**src/rtl/atm_session_ctrl.sv**
```systemverilog
// atm_session_ctrl: multi-account ATM session controller.
// Card/account validation, PIN check with per-account lockout, and a menu of
// balance, withdraw, deposit, transfer, PIN change and exit operations over an
// internal balance/PIN/lock table.
// Optional feature macro: ATM_SESSION_LIMIT_EN adds a cumulative per-session
// cap (SESSION_LIMIT) on successful withdraw and transfer amounts.
module atm_session_ctrl #(
  parameter int unsigned       NUM_ACCOUNTS   = 4,
  parameter int unsigned       ACC_BASE       = 2176,
  parameter int unsigned       ACC_W          = 12,
  parameter int unsigned       PIN_W          = 4,
  parameter int unsigned       BAL_W          = 16,
  parameter int unsigned       INIT_BALANCE   = 20000,
  parameter logic [PIN_W-1:0]  INIT_PIN       = 4'b0100,
  parameter int unsigned       MAX_PIN_TRIES  = 3,
  parameter int unsigned       WITHDRAW_LIMIT = 10000,
  parameter int unsigned       SESSION_LIMIT  = 15000
) (
  input  logic             clk,
  input  logic             rst,
  input  logic             card_valid,
  input  logic [ACC_W-1:0] acc_number,
  input  logic             pin_valid,
  input  logic [PIN_W-1:0] pin,
  input  logic             req,
  input  logic [2:0]       op,
  input  logic [BAL_W-1:0] amount,
  input  logic [ACC_W-1:0] dest_acc,
  input  logic [PIN_W-1:0] new_pin,
  input  logic             exit,
  output logic             done,
  output logic             error,
  output logic [3:0]       err_code,
  output logic [BAL_W-1:0] balance,
  output logic [1:0]       state
);

  localparam int unsigned IDX_W = (NUM_ACCOUNTS > 1) ? $clog2(NUM_ACCOUNTS) : 1;
  localparam int unsigned TRY_W = $clog2(MAX_PIN_TRIES + 1);

  typedef enum logic [1:0] {ST_IDLE = 2'd0, ST_GET_PIN = 2'd1, ST_MENU = 2'd2} state_t;
  typedef enum logic [3:0] {
    ERR_OK = 4'd0, ERR_BAD_ACC, ERR_BAD_PIN, ERR_LOCKED, ERR_INSUFF,
    ERR_LIMIT, ERR_BAD_DEST, ERR_OVERFLOW, ERR_BAD_OP
  } err_t;
  typedef enum logic [2:0] {
    OP_BALANCE = 3'd0, OP_WITHDRAW, OP_DEPOSIT, OP_TRANSFER, OP_CHANGE_PIN, OP_EXIT
  } op_t;

  state_t             r_state, w_state_nxt;
  logic [IDX_W-1:0]   r_idx, w_idx_nxt;
  logic [TRY_W-1:0]   r_tries, w_tries_nxt, w_tries_inc;
  logic               r_card_d;
  logic [BAL_W-1:0]   r_bal [NUM_ACCOUNTS];
  logic [PIN_W-1:0]   r_pin [NUM_ACCOUNTS];
  logic [NUM_ACCOUNTS-1:0] r_lock;
  logic               r_done, r_error, w_done_nxt, w_error_nxt;
  err_t               r_code, w_code_nxt;
  logic [BAL_W-1:0]   r_balance, w_bal_out_nxt;

  logic [ACC_W-1:0]   w_acc_off, w_dest_off;
  logic               w_acc_ok, w_dest_ok;
  logic [IDX_W-1:0]   w_acc_idx, w_dest_idx;
  logic [BAL_W-1:0]   w_own, w_dest_bal, w_own_val;
  logic [BAL_W:0]     w_dep_sum, w_dest_sum;
  logic               w_over_lim, w_short, w_sess_over;
  logic               w_own_we, w_dest_we, w_pin_we, w_lock_set;

  assign w_acc_off   = acc_number - ACC_W'(ACC_BASE);
  assign w_acc_ok    = (acc_number >= ACC_W'(ACC_BASE)) && (w_acc_off < ACC_W'(NUM_ACCOUNTS));
  assign w_acc_idx   = w_acc_off[IDX_W-1:0];
  assign w_dest_off  = dest_acc - ACC_W'(ACC_BASE);
  assign w_dest_idx  = w_dest_off[IDX_W-1:0];
  assign w_dest_ok   = (dest_acc >= ACC_W'(ACC_BASE)) && (w_dest_off < ACC_W'(NUM_ACCOUNTS)) &&
                       (w_dest_idx != r_idx);
  assign w_own       = r_bal[r_idx];
  assign w_dest_bal  = r_bal[w_dest_idx];
  assign w_dep_sum   = {1'b0, w_own} + {1'b0, amount};
  assign w_dest_sum  = {1'b0, w_dest_bal} + {1'b0, amount};
  assign w_over_lim  = amount > BAL_W'(WITHDRAW_LIMIT);
  assign w_short     = amount > w_own;
  assign w_tries_inc = r_tries + TRY_W'(1);

`ifdef ATM_SESSION_LIMIT_EN
  logic [BAL_W-1:0] r_sess;
  logic [BAL_W:0]   w_sess_sum;
  logic             w_sess_clr, w_sess_add;
  assign w_sess_sum  = {1'b0, r_sess} + {1'b0, amount};
  assign w_sess_over = w_sess_sum > (BAL_W+1)'(SESSION_LIMIT);
`else
  assign w_sess_over = 1'b0;
`endif

  // Next-state, result and table-write decode for the session FSM
  always_comb begin
    w_state_nxt   = r_state;
    w_idx_nxt     = r_idx;
    w_tries_nxt   = r_tries;
    w_done_nxt    = 1'b0;
    w_code_nxt    = r_code;
    w_error_nxt   = r_error;
    w_bal_out_nxt = r_balance;
    w_own_we      = 1'b0;
    w_own_val     = w_own;
    w_dest_we     = 1'b0;
    w_pin_we      = 1'b0;
    w_lock_set    = 1'b0;
`ifdef ATM_SESSION_LIMIT_EN
    w_sess_clr    = 1'b0;
    w_sess_add    = 1'b0;
`endif
    case (r_state)
      ST_IDLE: begin
        // evaluate only on card insertion (rising card_valid)
        if (card_valid && !r_card_d) begin
          if (!w_acc_ok) begin
            w_done_nxt = 1'b1;
            w_code_nxt = ERR_BAD_ACC;
          end else if (r_lock[w_acc_idx]) begin
            w_done_nxt = 1'b1;
            w_code_nxt = ERR_LOCKED;
          end else begin
            w_idx_nxt   = w_acc_idx;
            w_tries_nxt = '0;
            w_state_nxt = ST_GET_PIN;
          end
        end
      end
      ST_GET_PIN: begin
        if (exit || !card_valid) begin
          w_state_nxt   = ST_IDLE;
          w_bal_out_nxt = '0;
        end else if (pin_valid) begin
          w_done_nxt = 1'b1;
          if (pin == r_pin[r_idx]) begin
            w_code_nxt    = ERR_OK;
            w_bal_out_nxt = w_own;
            w_state_nxt   = ST_MENU;
`ifdef ATM_SESSION_LIMIT_EN
            w_sess_clr    = 1'b1;
`endif
          end else begin
            w_tries_nxt = w_tries_inc;
            if (w_tries_inc == TRY_W'(MAX_PIN_TRIES)) begin
              w_code_nxt  = ERR_LOCKED;
              w_lock_set  = 1'b1;
              w_state_nxt = ST_IDLE;
            end else begin
              w_code_nxt  = ERR_BAD_PIN;
            end
          end
        end
      end
      ST_MENU: begin
        if (exit || !card_valid) begin
          w_state_nxt   = ST_IDLE;
          w_bal_out_nxt = '0;
        end else if (req) begin
          w_done_nxt    = 1'b1;
          w_code_nxt    = ERR_OK;
          w_bal_out_nxt = w_own;
          case (op)
            OP_BALANCE: ;
            OP_WITHDRAW, OP_TRANSFER: begin
              if (op == OP_TRANSFER && !w_dest_ok)            w_code_nxt = ERR_BAD_DEST;
              else if (w_over_lim || w_sess_over)              w_code_nxt = ERR_LIMIT;
              else if (w_short)                                w_code_nxt = ERR_INSUFF;
              else if (op == OP_TRANSFER && w_dest_sum[BAL_W]) w_code_nxt = ERR_OVERFLOW;
              else begin
                w_own_we      = 1'b1;
                w_own_val     = w_own - amount;
                w_bal_out_nxt = w_own - amount;
                w_dest_we     = (op == OP_TRANSFER);
`ifdef ATM_SESSION_LIMIT_EN
                w_sess_add    = 1'b1;
`endif
              end
            end
            OP_DEPOSIT: begin
              if (w_dep_sum[BAL_W]) w_code_nxt = ERR_OVERFLOW;
              else begin
                w_own_we      = 1'b1;
                w_own_val     = w_dep_sum[BAL_W-1:0];
                w_bal_out_nxt = w_dep_sum[BAL_W-1:0];
              end
            end
            OP_CHANGE_PIN: w_pin_we = 1'b1;
            OP_EXIT: begin
              w_state_nxt   = ST_IDLE;
              w_bal_out_nxt = '0;
            end
            default: w_code_nxt = ERR_BAD_OP;
          endcase
        end
      end
      default: w_state_nxt = ST_IDLE;
    endcase
    if (w_done_nxt) w_error_nxt = (w_code_nxt != ERR_OK);
  end

  // State, account table and registered result outputs
  always_ff @(posedge clk) begin
    if (rst) begin
      r_state   <= ST_IDLE;
      r_idx     <= '0;
      r_tries   <= '0;
      r_card_d  <= 1'b0;
      r_lock    <= '0;
      r_done    <= 1'b0;
      r_error   <= 1'b0;
      r_code    <= ERR_OK;
      r_balance <= '0;
      for (int unsigned i = 0; i < NUM_ACCOUNTS; i++) begin
        r_bal[i] <= BAL_W'(INIT_BALANCE);
        r_pin[i] <= INIT_PIN;
      end
`ifdef ATM_SESSION_LIMIT_EN
      r_sess    <= '0;
`endif
    end else begin
      r_state   <= w_state_nxt;
      r_idx     <= w_idx_nxt;
      r_tries   <= w_tries_nxt;
      r_card_d  <= card_valid;
      r_done    <= w_done_nxt;
      r_error   <= w_error_nxt;
      r_code    <= w_code_nxt;
      r_balance <= w_bal_out_nxt;
      if (w_own_we)   r_bal[r_idx]      <= w_own_val;
      if (w_dest_we)  r_bal[w_dest_idx] <= w_dest_sum[BAL_W-1:0];
      if (w_pin_we)   r_pin[r_idx]      <= new_pin;
      if (w_lock_set) r_lock[r_idx]     <= 1'b1;
`ifdef ATM_SESSION_LIMIT_EN
      if (w_sess_clr)      r_sess <= '0;
      else if (w_sess_add) r_sess <= w_sess_sum[BAL_W-1:0];
`endif
    end
  end

  assign done     = r_done;
  assign error    = r_error;
  assign err_code = r_code;
  assign balance  = r_balance;
  assign state    = r_state;

endmodule
```
**config.mk**
```make
export PLATFORM = sky130hd
export DESIGN_NAME = atm_session_ctrl
export DESIGN_NICKNAME = d
export VERILOG_FILES = /design/src/rtl/atm_session_ctrl.sv
export SDC_FILE = /design/constraint.sdc
export NUM_CORES = 1
export LEC_CHECK = 0
export BUFFER_PORTS_ARGS = -buffer_cell sky130_fd_sc_hd__buf_2
export CAP_MARGIN = 20
export CORE_MARGIN = 4
export CORE_UTILIZATION = 45
export CTS_BUF_LIST = sky130_fd_sc_hd__clkbuf_4
export DETAILED_ROUTE_END_ITERATION = 8
export REMOVE_ABC_BUFFERS = 1
export SLEW_MARGIN = 30
export SYNTH_ARGS = -nofsm -noshare
export SYNTH_HDL_FRONTEND = slang
export SYNTH_SLANG_ARGS = --single-unit
```
**constraint.sdc**
```tcl
create_clock -name clk -period 6 [get_ports clk]
set_input_delay 0.6 -clock clk [delete_from_list [all_inputs] [get_ports clk]]
set_output_delay 0.6 -clock clk [all_outputs]
set_load 0.05 [all_outputs]
```
==> Yosys cells after proc, flatten, opt, wreduce, memory -nomap -nowiden <==
Memory sizes are Yosys's and may differ from the RTL's. A register that Yosys moved wholly into a read port is not among the register bits.
Index checks and enable logic that the tools add are counted.
W data, S select, Z words.
{ "op_classes": {"addsub": 6, "multipliers": 0, "div_mod_pow": 0, "order_cmp": 9, "n_eq_ne": 21, "shift": 0, "mux": 112, "bitwise": 2, "n_reduce_logical": 25} }
{ "op_table": {"columns": ["cell", "count"], "rows": [
  ["$mux W16", 15],
  ["$pmux W16 S2", 2],
  ["$mux W1", 49],
  ["$mux W2", 24],
  ["$pmux W16 S3", 1],
  ["$add A16 B16 Y17", 2],
  ["$mux W4", 8],
  ["$reduce_or A16 Y1", 2],
  ["$ge A12 B12 Y1 const B", 2],
  ["$lt A12 B3 Y1 const B", 2],
  ["$pmux W4 S3", 2],
  ["$sub A12 B12 Y12 const B", 2],
  ["$gt A16 B14 Y1 const B", 1],
  ["$gt A16 B16 Y1", 1],
  ["$sub A16 B16 Y16", 1],
  ["$mux W3", 5],
  ["$reduce_and A7 Y1", 2],
  ["$ne A2 B2 Y1 const B", 6],
  ["$ne A3 B3 Y1 const B", 3],
  ["$reduce_and A4 Y1", 2],
  ["$logic_and A1 B1 Y1", 7],
  ["$eq A3 B2 Y1 const B", 2],
  ["$eq A3 B3 Y1 const B", 2],
  ["$lt A2 B3 Y1 const B", 2],
  ["26 further kinds", 30]
]} }
{ "totals": {"register_bits": 33, "latch_bits": 0, "ram_bits": 80, "rom_bits": 0, "in_bits": 57, "mem_count": 2} }
{ "mem_list": {"columns": ["name", "words", "word_bits", "rd", "rd_clocked_by_memory_dff", "write_ports", "line", "text"], "rows": [
  ["r_bal", 4, 16, 2, 1, 4, "54", "logic [BAL_W-1:0] r_bal [NUM_ACCOUNTS];"],
  ["r_pin", 4, 4, 1, 1, 4, "55", "logic [PIN_W-1:0] r_pin [NUM_ACCOUNTS];"]
]} }

==> Logic depth before layout (Yosys ltp) <==
An unclocked memory read counts as a cell.
{ "logic_depth": {"ltp_word": 17, "depth_mapped": 18, "depth_no_buf": 13} }

==> Worst setup path after synthesis <==
Ideal clock, no wire load.
{ "synth_timing": {"path_type": "input to register", "start": "in dest_acc[0]", "end": "mem r_bal[1][0] (enable)", "t_arrival_ns": 4.616, "t_required_ns": 5.628, "setup_slack_ns": 1.012, "path_stages": 12, "path_buffers": 2, "cell_sequence": "buf_1 > buf_1 > mux4_2 > ha_1 > a21oi_1 > o21ai_0 > a31o_2 > o211a_1 > nor2_1 > nand3b_1 > nor3b_1 > or3_1"} }
{ "synth_rtl": {"columns": ["item", "line", "text"], "rows": [
  ["start: declaration", "28", "input logic [ACC_W-1:0] dest_acc,"],
  ["end: declaration", "54", null]
]} }

==> impl_metrics.sql <==
INSERT INTO impl_metrics (metric_group, metric, value, unit) VALUES
('status', 'run_status', 'finished clean', ''),
('sta', 'slew_viol_final', '0', ''),
('power', 'power_per_cell_area', '193', 'nW/um^2'),
('global_route', 'grt_util_met3', '0.0383', ''),
('route', 'route.detailed.drc', '0', ''),
('clocking', 'clock_sinks', '115', ''),
('global_route', 'gr-usage-all-layers', '0.248', ''),
('logic_synthesis', 'synth_flop_cell', 'edfxtp_1', ''),
('sta', 'min_period_over_period', '0.864', ''),
('finish', 'fill_cells', '1776', ''),
('route', 'routed_wire_length_per_instance', '22.2', 'um'),
('critical_path', 'crit_path_end_kind', 'flip-flop', ''),
('clocking', 'cts.repair.resized', '0', ''),
('route', 'drt_pass1_iterations', '7', ''),
('clocking', 'cts_hold_buf', '0', ''),
('clocking', 'cts-root-buf', 'clkbuf_4', ''),
('power', 'total_leakage_power', '3.67', 'nW'),
('route', 'drt_first_iter_violations', '940', ''),
('sta', 'slew_headroom', '0.447', ''),
('logic_synthesis', 'synthCells', '904', ''),
('clocking', 'clk_pin_slew_worst_paths', '0.11', 'ns'),
('finish', 'final_standard_cell_utilization_of_the_core', '0.511', ''),
('critical_path', 'critical_path.max_fanout', '16', ''),
('finish', 'post_route_cells_drive_above_1_share', '0.195', ''),
('die', 'die_w', '148', 'um'),
('clocking', 'cts.repair_timing.setup_buffer_count', '0', ''),
('sta', 'finalWorstPathRequiredPeriod', '5.19', 'ns'),
('logic_synthesis', 'synth_edf_count', '80', ''),
('global_route', 'grt_first_pass_wirelength', '41800', 'um'),
('die', 'rows', '50', ''),
('route', 'routed-via-count', '7883', ''),
('global_route', 'met2_track_demand_over_resource_in_global_routing', '0.383', ''),
('global_route', 'met1_usage', '0.373', ''),
('place', 'dp_hpwl', '21600', 'um'),
('run', 'timing.max_cap.violations', '0', ''),
('critical_path', 'critical-path-top-cell-by-count', 'nor2_1', ''),
('sta', 'clock-skew-final', '0.0273', 'ns'),
('clocking', 'clk_path_buf_depth', '2', ''),
('logic_synthesis', 'synthesis.area_per_instance', '9.76', 'sq um'),
('sta', 'max_freq', '193', 'MHz'),
('logic_synthesis', 'ys_seq_elements', '115', ''),
('die', 'dieHeight', '148', 'um'),
('critical_path', 'critical_path.max_stage_delay', '0.83', 'ns'),
('logic_synthesis', 'distinct_cell_type_count_after_synthesis', '83', ''),
('critical_path', 'worst_ep_required_time', '6.19', 'ns'),
('critical_path', 'worst-endpoint-arrival', '5.38', 'ns'),
('place', 'dpl.cell_count', '1205', ''),
('global_route', 'grt_most_used_layer', 'met2', ''),
('global_route', 'gr-total-overflow', '0', ''),
('logic_synthesis', 'synth_seq_area_share', '0.352', ''),
('hold_path', 'hp-class', 'input port to flip-flop', ''),
('clocking', 'cts_tree', 'built', ''),
('power', 'p_total', '1.87', 'mW'),
('logic_synthesis', 'synth_async_sr_flop_share', '0', ''),
('die', 'initial_core_util', '0.464', ''),
('logic_synthesis', 'synthesis.area', '8830', 'sq um'),
('critical_path', 'worst_setup_path_start_kind', 'flip-flop', ''),
('die', 'design.portCount', '81', ''),
('clocking', 'clk-insertion-delay-late', '0.57', 'ns'),
('sta', 'hold_viol', '0', ''),
('die', 'core-area', '19000', 'sq um'),
('clocking', 'h-tree-depth', '4', ''),
('place', 'gp_congestion', '0.948', ''),
('route', 'final_antenna_net_count', '0', ''),
('place', 'post_dp_area', '9410', 'sq um'),
('finish', 'syn_to_final_growth', '10.1', '%'),
('global_route', 'grt_antenna_before_repair', '1', ''),
('route', 'via_per_inst', '6.37', ''),
('critical_path', 'setup.worst_path.class', 'flip-flop to flip-flop', ''),
('place', 'port-buffer-count', '80', ''),
('sta', 'setup-tns-final', '0', 'ns'),
('finish', 'stdcell_count', '1237', ''),
('global_route', 'largest_net_degree_at_the_start_of_global_routing', '37', ''),
('global_route', 'number_of_global_route_vias_before_repair', '7299', ''),
('finish', 'finish.instance_area', '9710', 'sq um'),
('die', 'dieArea', '21900', 'sq um'),
('critical_path', 'cp_cell_sequence', 'mux4_2 > ha_1 > nor2_1 > a221oi_2 > nor2_1 > a211o_1 > a221o_1 > o21ai_2 > nand2_1 > nor2_2 > or3_1', ''),
('route', 'route.final.wire_length', '27500', 'um'),
('critical_path', 'critPathSlowestCell', 'dfxtp_1', ''),
('logic_synthesis', 'ys_warns', '0', ''),
('finish', 'layout.nets', '1080', ''),
('power', 'vdd.ir_drop.worst', '0.0939', 'mV'),
('sta', 'setup_repair_after_global_routing_missed_its_margin', 'no', ''),
('clocking', 'cts_made_buffers', '17', ''),
('sta', 'final-setup-viol-count', '0', ''),
('sta', 'worst_slew_pin_slew', '0.830', 'ns');
==> state kept, by name, summed over array words and instances (netlist names), named ones only <==
signal    flops
r_bal        64
balance      16
r_pin        16
err_code      4
r_lock        4
r_idx         2
r_tries       2
state         2
done          1
error         1
r_card_d      1
==> per-stage QoR <==
step / worst slack, ns / hold WS [ns]
2_1_floorplan: 1.20 / 0.431
3_3_place_gp: 0.886 / 0.425
3_5_place_dp: 0.784 / 0.427
4_1_cts: 0.759 / 0.298
5_1_grt: 0.365 / 0.295
6_report: 0.814 / 0.313
==> worst paths after layout <==
check | from | depth (start not counted) | slack, ns | end
hold reg to reg | balance[9] | 2 | 0.44 | balance[9]
hold / removal | card_valid | 2 | 0.31 | r_card_d
setup / recovery | flip-flop | 11 | 0.81 | r_bal[0][14]
setup reg to reg | flip-flop | 11 | 0.81 | r_bal[0][14]
==> routing by layer <==
layer | vias to the layer above | share of wire
li1 | 3613 | -
met1 | 3863 | 0.46
met2 | 372 | 0.45
met3 | 35 | 0.083
met4 | 0 | 0.012
met5 | - | 0
==> critical path, delay by kind of cell (launching register included) <==
family | cells | cell delay (ns)
fa+ha+maj | 1 | 0.56
mux | 1 | 0.66
simple gates | 5 | 1.55
compound gates | 4 | 1.21
flops | 1 | 0.83
==> report_power, final <==
part | internal [mW] | total [mW] | switching [mW]
registers | 0.860 | 0.869 | 0.00894
logic | 0.141 | 0.379 | 0.238
clock network | 0.290 | 0.625 | 0.335
==> area by class of cell <==
cell class / instances / area (sq um) / area share
Multi-Input combinational cell: 689 / 5330 / 0.548
Sequential cell: 115 / 3100 / 0.319
Timing Repair Buffer: 89 / 468 / 0.0482
Tap cell: 260 / 325 / 0.0335
Inverter: 52 / 195 / 0.0201
Clock inverter: 13 / 160 / 0.0165
Clock buffer: 18 / 135 / 0.0139
Antenna cell: 1 / 2.50 / 0.000258
==> cells in the mapped netlist (4+ instances only) <==
cell type  number  area [sq um]
buf_1           8          30.0
nor4_1         10          62.6
a21oi_1        49           245
o21ai_0        26           130
o32ai_1         7          61.3
o211ai_1        6          45.0
a211oi_2        4          50.1
nor3_1         17          85.1
nand3_1        14          70.1
dfxtp_1        35           701
o31ai_1         8          60.1
a21o_1         18           135
or2_2          11          68.8
nor2_1         72           270
nor2b_1        19           119
clkbuf_1       27           101
a22o_1         11          96.3
mux2i_1        11           110
a211oi_1        8          60.1
o2bb2ai_1       5          43.8
and3_1          8          50.1
or3_1          14          87.6
o21bai_1        6          45.0
nor4bb_1        4          40.0
xnor2_1        18           158
a22oi_1        30           225
ha_1           56           701
a31oi_1         9          56.3
buf_2           9          45.0
edfxtp_1       80          2400
a31o_2          4          35.0
and2_1          4          25.0
inv_1          52           195
a211o_1         6          52.6
o21a_1          9          67.6
nand2_1        61           229
o22ai_1        26           163
nand2b_1       13          81.3
o21ai_1         8          40.0
mux4_2         34           766
xor2_1         13           114
a311oi_1        6          52.6
==> layout by cell type, fill, tap and decap left out, drive strengths merged, types with 10 or more instances in the layout <==
master and count:
o22ai 26, or2 12, nand2 61, mux4 34
edfxtp 80, a211oi 12, o21ai 35, clkbuf 18
xor2 13, buf 89, a21oi 51, nor3 17
a22o 11, xnor2 18, mux2i 11, nand2b 13
a21o 18, nor2 75, nand3 14, ha 56
dfxtp 35, a22oi 30, nor2b 19, or3 14
inv 54, nor4 10
==> logic make-up (layout without fill, tap and decap cells) <==
| logic type | Yosys count | after routing | share of synthesized area |
|---|---|---|---|
| AOI/OAI and AO/OA | 288 | 288 | 0.234 |
| xor gates and xnor gates | 31 | 31 | 0.0308 |
| adders and majority gates | 59 | 59 | 0.0862 |
| buffers and inverters | 100 | 172 | 0.0459 |
| DFF | 115 | 115 | 0.352 |
| muxes | 47 | 47 | 0.102 |
| other | 0 | 1 | 0 |
| and+or+nand+nor | 264 | 264 | 0.149 |
Note: power is estimated with default switching activity, not from simulation.
